`src/rtl/pick_ctrl.sv`:
```
// pick_ctrl: tile-selection controller.
// Turns cursor + select strobes into a pair of picked cells (A, B), issues a match
// request to the path checker, and pulses a clear mask on a successful match.
//
// Ports:
//   clk        system clock, all state on rising edge
//   rst        asynchronous active-low reset
//   cur_bus    one-hot cursor position
//   sel        select strobe, one cycle per press
//   cell_valid 1 = tile present in that cell
//   chk_ack    checker response strobe
//   chk_ok     checker verdict, valid with chk_ack
//   chk_req    match request, held until ack (or timeout)
//   chk_a      index of first pick
//   chk_b      index of second pick
//   sel_bus    highlight mask of picked cells
//   clr_bus    one-cycle pulse, cells to remove
//   busy       high while a request is outstanding
//
// Optional feature: define PICK_TIMEOUT_EN to abort a request that sees no
// chk_ack within TO_CYCLES cycles (treated as a failed match).
module pick_ctrl #(
  parameter int unsigned CELLS     = 36,
  parameter int unsigned IDX_W     = 6,
  parameter int unsigned TO_CYCLES = 1000
) (
  input  logic             clk,
  input  logic             rst,
  input  logic [CELLS-1:0] cur_bus,
  input  logic             sel,
  input  logic [CELLS-1:0] cell_valid,
  input  logic             chk_ack,
  input  logic             chk_ok,
  output logic             chk_req,
  output logic [IDX_W-1:0] chk_a,
  output logic [IDX_W-1:0] chk_b,
  output logic [CELLS-1:0] sel_bus,
  output logic [CELLS-1:0] clr_bus,
  output logic             busy
);

  localparam logic [CELLS-1:0] CellOne = {{(CELLS-1){1'b0}}, 1'b1};

  typedef enum logic [1:0] {
    StIdle,
    StOne,
    StReq
  } state_e;

  state_e           r_state, w_state_d;
  logic [IDX_W-1:0] r_a, w_a_d;
  logic [IDX_W-1:0] r_b, w_b_d;
  logic [CELLS-1:0] r_sel_bus, w_sel_bus_d;
  logic [CELLS-1:0] r_clr_bus, w_clr_bus_d;

  logic             w_onehot;
  logic             w_legal;
  logic [IDX_W-1:0] w_idx;
  logic [CELLS-1:0] w_bit_a;
  logic [CELLS-1:0] w_bit_cur;
  logic             w_timeout;

  // Exactly one bit set: non-zero and clearing the lowest set bit leaves nothing.
  assign w_onehot  = (cur_bus != '0) && ((cur_bus & (cur_bus - CellOne)) == '0);
  assign w_legal   = sel && w_onehot && ((cur_bus & cell_valid) != '0);
  assign w_bit_a   = CellOne << r_a;
  assign w_bit_cur = CellOne << w_idx;

  always_comb begin
    w_idx = '0;
    for (int i = 0; i < CELLS; i++) begin
      if (cur_bus[i]) w_idx = IDX_W'(i);
    end
  end

`ifdef PICK_TIMEOUT_EN
  localparam int unsigned CntW = $clog2(TO_CYCLES + 1);

  logic [CntW-1:0] r_cnt, w_cnt_d, w_cnt_inc;

  assign w_cnt_inc = r_cnt + CntW'(1);
  // Fires on the edge that closes the TO_CYCLES-th cycle spent in REQ.
  assign w_timeout = (r_state == StReq) && (w_cnt_inc == CntW'(TO_CYCLES));

  // Held at zero outside REQ so it starts from zero on every REQ entry.
  always_comb begin
    w_cnt_d = '0;
    if (r_state == StReq) w_cnt_d = w_cnt_inc;
  end

  always_ff @(posedge clk or negedge rst) begin
    if (!rst) r_cnt <= '0;
    else      r_cnt <= w_cnt_d;
  end
`else
  logic w_unused_to;
  assign w_unused_to = (TO_CYCLES == 0);
  assign w_timeout   = 1'b0;
`endif

  always_comb begin
    w_state_d   = r_state;
    w_a_d       = r_a;
    w_b_d       = r_b;
    w_sel_bus_d = r_sel_bus;
    w_clr_bus_d = '0;
    unique case (r_state)
      StIdle: begin
        if (w_legal) begin
          w_a_d       = w_idx;
          w_sel_bus_d = w_bit_cur;
          w_state_d   = StOne;
        end
      end
      StOne: begin
        // Losing the tile under A wins over any strobe in the same cycle.
        if (!cell_valid[r_a]) begin
          w_sel_bus_d = '0;
          w_state_d   = StIdle;
        end else if (sel && w_onehot && (w_idx == r_a)) begin
          w_sel_bus_d = '0;
          w_state_d   = StIdle;
        end else if (w_legal) begin
          w_b_d       = w_idx;
          w_sel_bus_d = w_bit_a | w_bit_cur;
          w_state_d   = StReq;
        end
      end
      StReq: begin
        // Ack beats a coincident timeout; sel is ignored here.
        if (chk_ack) begin
          if (chk_ok) w_clr_bus_d = r_sel_bus;
          w_sel_bus_d = '0;
          w_state_d   = StIdle;
        end else if (w_timeout) begin
          w_sel_bus_d = '0;
          w_state_d   = StIdle;
        end
      end
      default: begin
        w_sel_bus_d = '0;
        w_state_d   = StIdle;
      end
    endcase
  end

  always_ff @(posedge clk or negedge rst) begin
    if (!rst) begin
      r_state   <= StIdle;
      r_a       <= '0;
      r_b       <= '0;
      r_sel_bus <= '0;
      r_clr_bus <= '0;
    end else begin
      r_state   <= w_state_d;
      r_a       <= w_a_d;
      r_b       <= w_b_d;
      r_sel_bus <= w_sel_bus_d;
      r_clr_bus <= w_clr_bus_d;
    end
  end

  assign chk_req = (r_state == StReq);
  assign busy    = (r_state == StReq);
  assign chk_a   = r_a;
  assign chk_b   = r_b;
  assign sel_bus = r_sel_bus;
  assign clr_bus = r_clr_bus;

endmodule

```
`config.mk`:
```
export PLATFORM = sky130hd
export DESIGN_NAME = pick_ctrl
export DESIGN_NICKNAME = d
export VERILOG_FILES = /design/src/rtl/pick_ctrl.sv
export SDC_FILE = /design/constraint.sdc
export NUM_CORES = 1
export LEC_CHECK = 0
export BUFFER_PORTS_ARGS = -buffer_cell sky130_fd_sc_hd__buf_2
export CAP_MARGIN = 5
export CORE_MARGIN = 3
export CORE_UTILIZATION = 50
export CTS_CLUSTER_DIAMETER = 30
export DETAILED_ROUTE_END_ITERATION = 6
export PLACE_DENSITY = 0.76
export RECOVER_POWER = 100
export SYNTH_ARGS = -nofsm -noshare
export SYNTH_HDL_FRONTEND = slang
export SYNTH_SLANG_ARGS = --single-unit
```
`constraint.sdc`:
```
create_clock -name clk -period 4.1 [get_ports clk]
set_input_delay 0.82 -clock clk [delete_from_list [all_inputs] [get_ports clk]]
set_output_delay 0.82 -clock clk [all_outputs]
set_load 0.02 [all_outputs]
```
Word-level counts from Yosys, hierarchy flattened
Index checks and enable logic that the tools add are counted.

storage, ports and cells
  register bits = 86
  bits of input ports = 77
  output and inout port bits = 86
  logic and storage cells = 82

operators by class
  add/subtract/negate cells = 1
  magnitude comparators = 1
  eq/ne operators = 6
  shift operators = 2
  mux-type cells = 52
  bitwise gates (word level) = 4
  reduce and logical (&&, ||, !) cells = 11

operators by type and width
  kind                                                                   number
  36-bit 2-to-1 mux                                                      8
  6-bit 2-to-1 mux                                                       31
  36-bit one-hot mux with 3 select lines                                 1
  36-bit AND                                                             2
  36-bit nonzero test                                                    2
  1-bit by 6-bit left shift with 36-bit output (first input constant)    2
  36-bit logical NOT                                                     1
  36-bit bitwise OR                                                      1
  36-bit by 1-bit subtractor with 36-bit output (second input constant)  1
  2-bit 2-to-1 mux                                                       7
  6-bit by 7-bit < comparator with 1-bit output (second input constant)  1
  1-bit binary-select mux with 6-bit select                              1
  6-bit == test                                                          1
  2-bit one-hot mux with 3 select lines                                  1
  1-bit logical AND                                                      4
  2-bit != test (second input constant)                                  2
  4-bit != test (second input constant)                                  1
  4-bit AND reduction                                                    1
  3-bit 2-to-1 mux                                                       1
  3-bit AND reduction                                                    1
  2-bit by 1-bit == test with 1-bit output (second input constant)       1
  2-bit == test (second input constant)                                  1
  2-bit logical NOT                                                      1
  1-bit 2-to-1 mux                                                       2
  other kinds (2)                                                        2

Depth between registers and ports, before layout
Gate-level depths: netlist of the first run.

  depth in word-level cells = 41
  gate-level depth with buffers = 13
  gate-level depth less buffers = 9

Worst setup path before layout of the first run
OpenSTA, ideal clock, no wires.

  path type = input-to-reg
  start point = in cur_bus[4]
  end point = reg r_sel_bus[4], in the netlist sel_bus[4]
  setup time = 0.141 ns
  data arrival time = 3.947 ns
  required time = 3.959 ns
  setup slack = 0.012 ns
  stages = 12
  path buffers = 3
  cell sequence = clkbuf_1 > or4_4 > or3_4 > or4_1 > or3_1 > a2bb2oi_4 > nand4_4 > a22o_1 > buf_2 > buf_6 > a22oi_1 > o31ai_1

on the way
  word-level cells in the longest chain between the ends = 38
  elaborated cells on any way between the ends = 53
  classes of those cells = 1 x add/sub; 3 x eq/ne; 1 x shift; 37 x mux; 3 x bitwise; 8 x reduce/logical

RTL lines
  item                                          line  text
  start: declaration                            29    input logic [CELLS-1:0] cur_bus,
  3-bit 2-to-1 mux                              72    if (cur_bus[i]) w_idx = IDX_W'(i);
  6-bit 2-to-1 mux (31 in series)               72
  1-bit by 6-bit left shift with 36-bit output  67    assign w_bit_cur = CellOne << w_idx;
  36-bit bitwise OR                             125   w_sel_bus_d = w_bit_a | w_bit_cur;
  36-bit 2-to-1 mux                             123   end else if (w_legal) begin
  36-bit 2-to-1 mux                             120   end else if (sel && w_onehot && (w_idx == r_a)) begin
  36-bit 2-to-1 mux                             117   if (!cell_valid[r_a]) begin
  36-bit one-hot mux with 3 select lines        107   unique case (r_state)
  end signal: assignment                        158   r_sel_bus <= w_sel_bus_d;
  end: declaration                              53    logic [CELLS-1:0] r_sel_bus, w_sel_bus_d;

Parallel ways exist; a longest one is shown, timed or not. The select of a mux whose other input is x is not followed.
A chain may end at the register's enable or synchronous reset.

Final worst setup path of the first run
  start point = in cur_bus[3]
  end point = reg r_sel_bus[24], in the netlist sel_bus[24]

on the way
  word-level cells in the longest chain between the ends = 39
  elaborated cells on any way between the ends = 54
  classes of those cells = 1 x add/sub; 3 x eq/ne; 1 x shift; 38 x mux; 3 x bitwise; 8 x reduce/logical

RTL lines
  item                                          line
  2-bit 2-to-1 mux                              72
  3-bit 2-to-1 mux                              72
  6-bit 2-to-1 mux (31 in series)               72
  1-bit by 6-bit left shift with 36-bit output  67
  36-bit bitwise OR                             125
  36-bit 2-to-1 mux                             123
  36-bit 2-to-1 mux                             120
  36-bit 2-to-1 mux                             117
  36-bit one-hot mux with 3 select lines        107

Parallel ways exist; a longest one is shown, timed or not. The select of a mux whose other input is x is not followed.

==> results.txt, run 1 <==
Outcome - complete, but fails checks
Failing checks - capacitance limit, slew limit
Vias per Instance - 6.401
Non-Filler Instances - 872
CTS Buf Count - 9
WL/cell - 21.28 microns
Final Max Slew Viols - 87
FF-to-FF End - sel_bus[24]$_DFFE_PN0P_
CORE AREA - 0.009955 sq mm
Via count - 5582
Crit path required time - 4360 ps
Total track usage - 32.30%
Area Growth Syn to Fin - 26.42%
Post-Syn Nets - 610
Layout cells sized above 1 - 27.33%
PwrDens - 245.6 mW/mm^2
Top-area cell type share of the netlist area - 41.43%
Max_cap viols - 1
Crit-path most repeated cell - or4_1
Critical-path maximum fanout - 8
RSZ-0062 raised after global routing - yes
Post-synth top cells - dfrtp_1 (86), nand2_1 (43), and2_1 (38), nor2_1 (38), clkbuf_1 (30)
Sink Count - 86
Most used flip-flop cell after synthesis - dfrtp_1
Net Sw Frac - 28.05%
Final Skew - 10.85 ps
Io pins - 163
CP bufs+invs - 2
EDFF count, synth - 0
FFs w/ async S/R, synth - 100.0%
Fmax - 245.2 MHz
Crit-path cells - buf_2 > or4_1 > or3_4 > or4_1 > or3_1 > a2bb2oi_4 > nand4_4 > a211oi_4 > buf_4 > nand4_2 > o221ai_1
Worst min-delay path class - register to register
Synth area leaders - dfrtp_1 (41%), and2_1 (4.6%), mux4_2 (3.9%)
Worst-Skew Late Latency - 360 ps
Worst path slowest cell - or4_1
Clock power share - 34.0%
Kind of cell adding the most delay to the critical path - simple AND/OR/NAND/NOR gates
Initial core utilization - 52.19%
H-tree depth - 3
Fin crit period - 4079 ps
Crit path to - sel_bus[24]$_DFFE_PN0P_
Port buffer count - 162
Deepest clock path buffer count - 2
Crit Path Class - input port to register
Routability cong. - 0.9648
Placed cell count - 856
Grt ovf - 0
Count leader, synth - dfrtp_1
Die H - 107.9 microns
Synth area leader - dfrtp_1
Reg2reg start - chk_a[0]$_DFFE_PN0P_
Clk pin slew, worst setup/hold paths - 90 ps
Final period util - 99.48%
Seq/Total Area, Yosys - 41.43%
Worst slew pin tran - 2057 ps
Drt first pass iters - 5
Crit path capture type - register
Slowest stage delay, CP - 570 ps
Crit path depth - 11
Setup Fix Bufs, Post-CTS - 0
P_sw - 0.4525 mW
CP arrival - 4340 ps
Seq pwr share - 52.5%
Vias in the first global route - 5452
Initial antenna violation count - 0
Max transition margin - -37.17%
Crit path from - cur_bus[3]
P_leak - 2.808 nW
Antenna Nets Post-Route - 0
Net count, final - 811
End-of-flow core utilization - 65.98%
Hold WS - 521.2 ps
Post-synth cell types - 68
Ant diodes - 0
Drt drc - 0
Final hold violation count - 0
Cell count after synthesis - 533
Startpoint types - input port
Worst vdd ir - 0.1528 mV
Final setup fails - 0
Synthesis warning total - 0
First-pass GRT wire length - 29100 microns
Overall Power - 1.613 mW
Num rows - 36
Post-DP HPWL - 14370 microns
Die X - 107.9 microns
Slack of the worst reg-to-reg path - 700 ps
CTS tree - yes
Average cell area after synthesis - 9.747 sq um
Synth Register Bits - 86
Mapped Area - 0.005195 sq mm
Drt initial violations - 499
R2R cell count - 9
Total Wirelength - 18550 microns
Root Driver - clkbuf_8
Comb pwr share - 13.5%
Fin Setup TNS - 0 ps
Largest net degree at the start of global routing - 87
P_int - 1.160 mW
DIE AREA - 0.01165 sq mm
per-stage QoR:
step	setup WS [ps]	area, sq um
2_1_floorplan	11.79	5195
3_3_place_gp	-149.7	6518
3_5_place_dp	-240.0	6518
4_1_cts	138.0	6696
5_1_grt	-3.753	6568
6_report	21.43	6568
area by class of cell:
| cell class | count | area, sq um |
|---|---|---|
| Clock buffer | 9 | 123.9 |
| Clock inverter | 7 | 55.05 |
| Fill cell | 878 | 3387 |
| Inverter | 12 | 45.04 |
| Multi-Input combinational cell | 397 | 2841 |
| Sequential cell | 86 | 2152 |
| Tap cell | 133 | 166.4 |
| Timing Repair Buffer | 228 | 1184 |
registers in the layout, indices dropped and copies added (netlist names):
signal / flops
r_state: 2
sel_bus: 36
chk_b: 6
clr_bus: 36
chk_a: 6
per-layer routing:
layer	track usage, %	wire [microns]	up-vias
li1	-	-	2467
met1	41.32	7151	2669
met2	53.20	8871	375
met3	5.015	1705	71
met4	16.59	823	0
met5	0	0	-
logic make-up (layout without fill, tap and decap cells):
logic type | Yosys count | count (layout) | share of synthesized area, %
buffers and inverters | 50 | 256 | 4.046
XOR/XNOR | 3 | 3 | 0.5059
AND/OR/NAND/NOR | 223 | 223 | 24.76
adder cells (fa/ha/maj) | 1 | 1 | 0.1927
flip-flops | 86 | 86 | 41.43
multiplexers | 28 | 28 | 7.828
AO/OA/AOI/OAI | 142 | 142 | 21.24
power groups by stage:
stage	Sequential (mW)	Clock [mW]	Combinational, mW
after floorplan	0.865	0	0.0845
after global placement	0.864	0	0.209
after detailed placement	0.864	0	0.212
after CTS	0.847	0.561	0.213
after global routing	0.848	0.592	0.235
final	0.847	0.548	0.218
layout by cell type, fill, tap and decap left out, types with 4 or more instances in the layout:
cell / synthesis / layout
a211oi_1: 6 / 6
a21oi_1: 9 / 9
a22oi_1: 26 / 26
a31oi_1: 4 / 4
a32oi_1: 7 / 7
and2_0: 0 / 16
and2_1: 38 / 22
buf_2: 3 / 78
buf_4: 1 / 60
clkbuf_1: 30 / 88
clkbuf_8: 0 / 9
dfrtp_1: 86 / 86
inv_1: 12 / 12
mux2_2: 11 / 11
mux2i_1: 8 / 8
mux4_2: 9 / 9
nand2_1: 43 / 43
nand2b_1: 6 / 6
nand3_1: 10 / 12
nand4_1: 12 / 12
nor2_1: 38 / 38
nor2b_1: 5 / 5
nor3_1: 15 / 15
nor4_1: 11 / 11
o21ai_0: 17 / 17
o21ai_1: 6 / 6
o221ai_1: 20 / 19
o22ai_1: 4 / 4
o31ai_1: 10 / 9
o41ai_1: 6 / 5
or2_2: 4 / 4
or3_1: 7 / 7
or4_1: 8 / 8
what timing repair did:
item / 4_1_cts / 5_1_grt
endpoints found under the setup margin: 0 / 10
hold buffers: 0 / 0
endpoints found under the hold margin: 0 / 0
resized for setup: 0 / 3
worst min-delay path by stage:
| stage | startpoint | end | slack [ps] | depth (start not counted) |
|---|---|---|---|---|
| floorplan | rst | chk_a[0]$_DFFE_PN0P_ | 520 | 0 |
| global placement | chk_b[3]$_DFFE_PN0P_ | chk_b[3]$_DFFE_PN0P_ | 480 | 1 |
| detailed placement | chk_b[4]$_DFFE_PN0P_ | chk_b[4]$_DFFE_PN0P_ | 490 | 1 |
| CTS | sel_bus[17]$_DFFE_PN0P_ | clr_bus[17]$_DFF_PN0_ | 520 | 1 |
| global route | chk_b[0]$_DFFE_PN0P_ | chk_b[0]$_DFFE_PN0P_ | 540 | 1 |
| finish | chk_b[0]$_DFFE_PN0P_ | chk_b[0]$_DFFE_PN0P_ | 520 | 1 |
Note: power is estimated with default switching activity, not from simulation.
==> run 2, diff against run 1 <==
- ABC_AREA: unset -> 1
- PLACE_DENSITY: 0.76 -> 0.75
- TNS_END_PERCENT: unset -> 100
==> run 2 against run 1 <==
The flow finishes with violations (DRC, capacitance limit, slew limit). Synthesized area is 9.2% higher. Global-route usage is 5.3 points lower. Setup slack better by 230 ps. Highest routed layer unchanged. Die area is 8.7% higher. Hold slack worse by 28 ps. Largest power group is now clock. Design area is 8.5% higher. Register-to-register slack worse by 130 ps.
==> results.txt, run 2 <==
Outcome - complete, but fails checks
Failing checks - DRC, capacitance limit, slew limit
Synthesis warning total - 0
Worst-Skew Late Latency - 330 ps
P_leak - 3.427 nW
RSZ-0062 raised after global routing - yes
Slack of the worst reg-to-reg path - 570 ps
Slowest stage delay, CP - 290 ps
Final hold violation count - 0
Kind of cell adding the most delay to the critical path - simple AND/OR/NAND/NOR gates
Worst vdd ir - 0.3336 mV
Drt initial violations - 816
Comb pwr share - 10.1%
Root Driver - clkbuf_16
Fin worst setup slack - 254.7 ps
Final setup fails - 0
Synth area leaders - dfrtp_1 (38%), nand2_1 (16%), nor2_1 (7.6%)
Initial core utilization - 51.64%
DIE AREA - 0.01266 sq mm
Filler Cells Inserted - 1084
Antenna Nets Post-Route - 0
CORE AREA - 0.01098 sq mm
Fmax - 260.1 MHz
Seq pwr share - 44.1%
Drt drc - 20
EDFF count, synth - 0
Deepest clock path buffer count - 2
Area Growth Syn to Fin - 25.66%
Synth area leader - dfrtp_1
Critical-path maximum fanout - 5
CTS Buf Count - 9
P_sw - 0.4547 mW
Worst slack, placed - -153.3 ps
Post-DP HPWL - 12900 microns
Post-Syn Nets - 926
Vias in the first global route - 6134
Post-CTS Hold Buffers - 0
Fin crit period - 3845 ps
Net count, final - 1100
Clock power share - 45.8%
Clk pin slew, worst setup/hold paths - 60 ps
Max_cap viols - 2
CP arrival - 4060 ps
Synth Register Bits - 86
CTS tree - yes
Via count - 6596
Cell count after synthesis - 849
Die X - 112.5 microns
Most frequent cells in the layout - nand2_1 (237), nor2_1 (114), clkbuf_1 (89), dfrtp_1 (86)
Grt ovf - 0
Most used flip-flop cell after synthesis - dfrtp_1
Startpoint types - input port
Num rows - 38
Net Sw Frac - 23.61%
Routability cong. - 0.9716
Die H - 112.5 microns
Top-area cell type share of the netlist area - 37.94%
First-pass GRT wire length - 28390 microns
Post-synth cell types - 45
Final period util - 93.79%
Port buffer count - 162
H-tree depth - 3
Largest net degree at the start of global routing - 60
Ant diodes - 0
Post-synth top cells - nand2_1 (246), nor2_1 (115), dfrtp_1 (86)
CP bufs+invs - 4
Average cell area after synthesis - 6.680 sq um
WL/cell - 15.42 microns
Final Skew - 6.459 ps
Worst slew pin tran - 3097 ps
Io pins - 163
Max transition margin - -106.5%
Mapped Area - 0.005672 sq mm
Total track usage - 26.97%
Seq/Total Area, Yosys - 37.94%
Drt first pass iters - 7
Crit path capture type - register
Final Max Slew Viols - 99
P_int - 1.471 mW
Total Wirelength - 18020 microns
Layout cells sized above 1 - 17.32%
Worst path slowest cell - o41ai_2
Crit path required time - 4320 ps
Worst min-delay path class - register to register
PwrDens - 270.2 mW/mm^2
Most common cell after layout, fill and taps aside - nand2_1
FFs w/ async S/R, synth - 100.0%
Overall Power - 1.926 mW
Vias per Instance - 5.647
Count leader, synth - nand2_1
Sink Count - 86
Initial antenna violation count - 0
Crit Path Class - input port to register
[run 2: changes by cell type in the layout (fill, tap and decap cells not counted), moves of 22 or more]
cell,before,now
a22oi_1,26,1
nand2_1,43,237
nand4_1,12,52
nor2_1,38,114
buf_4,60,33
and2_1,22,0
nand3_1,12,76
inv_1,12,66
[run 2: final cells by class]
cell class              instances  area [sq um]  share of cell area [%]
multi-input cells             635          3141                   44.07
flip-flops and latches         86          2152                   30.20
clock inverters                 6         92.59                   1.299
clock buffers                  10         239.0                   3.353
inverters                      90         337.8                   4.740
well taps                     140         175.2                   2.458
repair buffers                201         989.7                   13.89
[run 2: what timing repair did]
| item | CTS | global route |
|---|---|---|
| resized for setup | 0 | 25 |
| buffers inserted | 0 | 9 |
| setup endpoints to repair | 0 | 36 |
[run 2: power groups by stage]
stage	clock network, mW	registers, mW	logic, mW
after floorplan	0	0.865	0.0862
after global placement	0	0.864	0.188
after detailed placement	0	0.864	0.189
after CTS	0.893	0.848	0.190
after global routing	0.930	0.848	0.218
final	0.882	0.849	0.195
[run 2: final timing paths]
check,to,cells past startpoint,from
setup / recovery,sel_bus[20]$_DFFE_PN0P_,25,cur_bus[11]
hold / removal,chk_b[0]$_DFFE_PN0P_,2,chk_b[0]$_DFFE_PN0P_
setup reg to reg,sel_bus[1]$_DFFE_PN0P_,13,chk_a[1]$_DFFE_PN0P_
hold reg to reg,chk_b[0]$_DFFE_PN0P_,2,chk_b[0]$_DFFE_PN0P_
max in group asynchronous,sel_bus[31]$_DFFE_PN0P_,2,rst
min in group asynchronous,clr_bus[3]$_DFF_PN0_,1,rst
[run 2: worst reg2reg max path, delay by kind of cell (launching register included)]
kind,cells,cell delay (ps)
and+or+nand+nor,5,990
buffers and inverters,4,1090
AOI/OAI and AO/OA,4,950
DFF,1,430
[run 2: cell families after synthesis]
kind of cell,after synthesis,synth area share [%]
XOR/XNOR,2,0.3089
AND/OR/NAND/NOR,531,41.21
buffers and inverters,132,9.464
adder cells (fa/ha/maj),1,0.1765
flip-flops,86,37.94
AO/OA/AOI/OAI,97,10.90
[run 2: layer usage]
metal / global-route usage, % / up-vias / part of all wire (%)
met4: 11.62 / 0 / 3.8
met3: 4.528 / 70 / 8.6
li1: - / 3186 / -
met2: 46.32 / 340 / 49
met5: 0 / - / 0
met1: 33.48 / 3000 / 39
[run 2: stage by stage]
stage / instance area [sq um] / hold WS [ps] / cells / util (%) / setup TNS [ps]
after floorplan: 5672 / 524.4 / 849 / - / 0
after global placement: 6689 / 468.7 / 1139 / 60.90 / -899.8
after detailed placement: 6689 / 478.6 / 1139 / 60.90 / -4626
after CTS: 7020 / 493.5 / 1155 / 63.92 / 0
after global routing: 7127 / 522.2 / 1168 / 64.89 / -3184
final: 7127 / 492.7 / 1168 / 64.89 / 0
==> run 3, diff against run 2 <==
- PLACE_DENSITY: 0.75 -> 0.86
==> run 3 against run 2 <==
The run ends with capacitance limit, slew limit left. Power is 0.23% higher. Clock skew up 3.0 ps. Sequential cell count unchanged. Setup slack gained 130 ps. Global-route usage rose by 0.55 points. Sequential share of layout area increased by 0.92 points. Fmax is 3.4% higher. Critical path depth grew 1. Combinational power shrank 3%. Critical endpoint is now sel_bus[16]$_DFFE_PN0P_. Clock power grew 1%. Non-clock buffer count down 12.
==> results.txt, run 3 (synthesis gave the netlist of run 2 again) <==
Final Skew - 9.421 ps
Drt drc - 0
Net count, final - 1085
Drt initial violations - 734
Hold WS - 490.4 ps
Routability cong. - 0.9965
Placed cell count - 1136
Drt first pass iters - 6
Final period util - 90.68%
Critical-path maximum fanout - 18
Crit path required time - 4320 ps
Worst-Skew Late Latency - 330 ps
Initial antenna violation count - 0
Crit-path most repeated cell - nand2_1
Io pins - 163
RSZ-0062 raised after global routing - no
Setup Fix Bufs, Post-CTS - 0
Crit path from - cur_bus[8]
Total track usage - 27.52%
Most frequent cells in the layout - nand2_1 (245), nor2_1 (113), dfrtp_1 (86), clkbuf_1 (86), buf_2 (78)
Worst min-delay path class - register to register
Max_cap viols - 1
Layout cells sized above 1 - 15.60%
Worst path slowest cell - o41ai_2
Root Driver - clkbuf_16
Largest net degree at the start of global routing - 87
Non-Filler Instances - 1153
Die X - 112.5 microns
Port buffer count - 162
Vias in the first global route - 6072
Overall Power - 1.930 mW
PwrDens - 279.1 mW/mm^2
Slack of the worst reg-to-reg path - 610 ps
Area Growth Syn to Fin - 21.93%
Outcome - complete, but fails checks
Failing checks - capacitance limit, slew limit
Final Max Slew Viols - 87
Final hold violation count - 0
Antenna Nets Post-Route - 0
Total Wirelength - 17980 microns
CTS tree - yes
Initial core utilization - 51.64%
WL/cell - 15.60 microns
Max transition margin - -34.12%
Post-DP HPWL - 13120 microns
Clk pin slew, worst setup/hold paths - 70 ps
Sink Count - 86
Deepest clock path buffer count - 2
Crit Path Class - input port to register
Via count - 6465
Worst slack, placed - -79.19 ps
FF-to-FF End - sel_bus[16]$_DFFE_PN0P_
R2R cell count - 17
Most common cell after layout, fill and taps aside - nand2_1
First-pass GRT wire length - 28780 microns
CTS Buf Count - 9
Fin crit period - 3718 ps
H-tree depth - 3
Vias per Instance - 5.607
Worst slew pin tran - 2012 ps
Ant diodes - 0
Finished Cell Area - 0.006915 sq mm
CP arrival - 3930 ps
Slowest stage delay, CP - 210 ps
Worst vdd ir - 0.2369 mV
Num rows - 38
P_leak - 3.340 nW
Reg2reg start - chk_a[1]$_DFFE_PN0P_
Crit path capture type - register
CORE AREA - 0.01098 sq mm
Filler Cells Inserted - 1050
DIE AREA - 0.01266 sq mm
Final setup fails - 0
Crit path to - sel_bus[16]$_DFFE_PN0P_
Fin worst setup slack - 382.1 ps
Die H - 112.5 microns
Grt ovf - 0
Placed instance area - 0.006666 sq mm
Startpoint types - input port
Fmax - 269.0 MHz
[run 3: changes by cell type in the layout (fill, tap and decap cells not counted), sizes merged]
cell      before  now
buf          111  101
clkbuf       100   97
clkinvlp       2    0
inv           82   85
nand2        254  251
[run 3: what timing repair did]
action | CTS | global route
hold buffers | 0 | 0
resized for setup | 0 | 5
setup endpoints to repair | 0 | 36
[run 3: cell type report]
cell class	count	area [sq um]	area share [%]
inverters	90	337.8	4.885
well taps	140	175.2	2.533
repair buffers	189	898.4	12.99
clock buffers	9	225.2	3.257
clock inverters	7	102.6	1.484
flip-flops and latches	86	2152	31.12
multi-input cells	632	3024	43.73
[run 3: report_power, final]
part | internal [mW] | switching (mW) | leakage, nW | total (mW)
sequential | 0.848 | 0.000000000453 | 1.18 | 0.848
clock | 0.544 | 0.349 | 0.163 | 0.893
combinational | 0.0658 | 0.123 | 2.00 | 0.189
total | 1.46 | 0.473 | 3.34 | 1.93
[run 3: worst min-delay path by stage]
stage / cells past startpoint / slack [ps] / end / start
floorplan: 0 / 520 / chk_a[0]$_DFFE_PN0P_ / rst
global placement: 2 / 470 / chk_b[1]$_DFFE_PN0P_ / chk_b[1]$_DFFE_PN0P_
detailed placement: 2 / 470 / chk_b[0]$_DFFE_PN0P_ / chk_b[0]$_DFFE_PN0P_
CTS: 2 / 490 / chk_b[0]$_DFFE_PN0P_ / chk_b[0]$_DFFE_PN0P_
global route: 2 / 510 / chk_b[0]$_DFFE_PN0P_ / chk_b[0]$_DFFE_PN0P_
finish: 2 / 490 / chk_b[0]$_DFFE_PN0P_ / chk_b[0]$_DFFE_PN0P_
[run 3: routing by layer]
layer  track usage (%)  wire length [microns]  vias to the layer above
met5                 0                      0                        -
met4             11.62                    586                        0
met3             4.259                   1458                       49
met2             45.73                   8391                      340
met1             35.86                   7548                     2934
li1                  -                      -                     3142
[run 3: stage by stage]
step           util, %  TNS [ps]
2_1_floorplan        -         0
3_3_place_gp     60.70         0
3_5_place_dp     60.70     -1697
4_1_cts          63.68         0
5_1_grt          62.96         0
6_report         62.96         0
[run 3: worst max-delay path: cells and delay by family]
| kind | cells | cell delay, ps |
|---|---|---|
| AOI/OAI and AO/OA | 3 | 430 |
| buffers and inverters | 5 | 490 |
| and+or+nand+nor | 18 | 2170 |
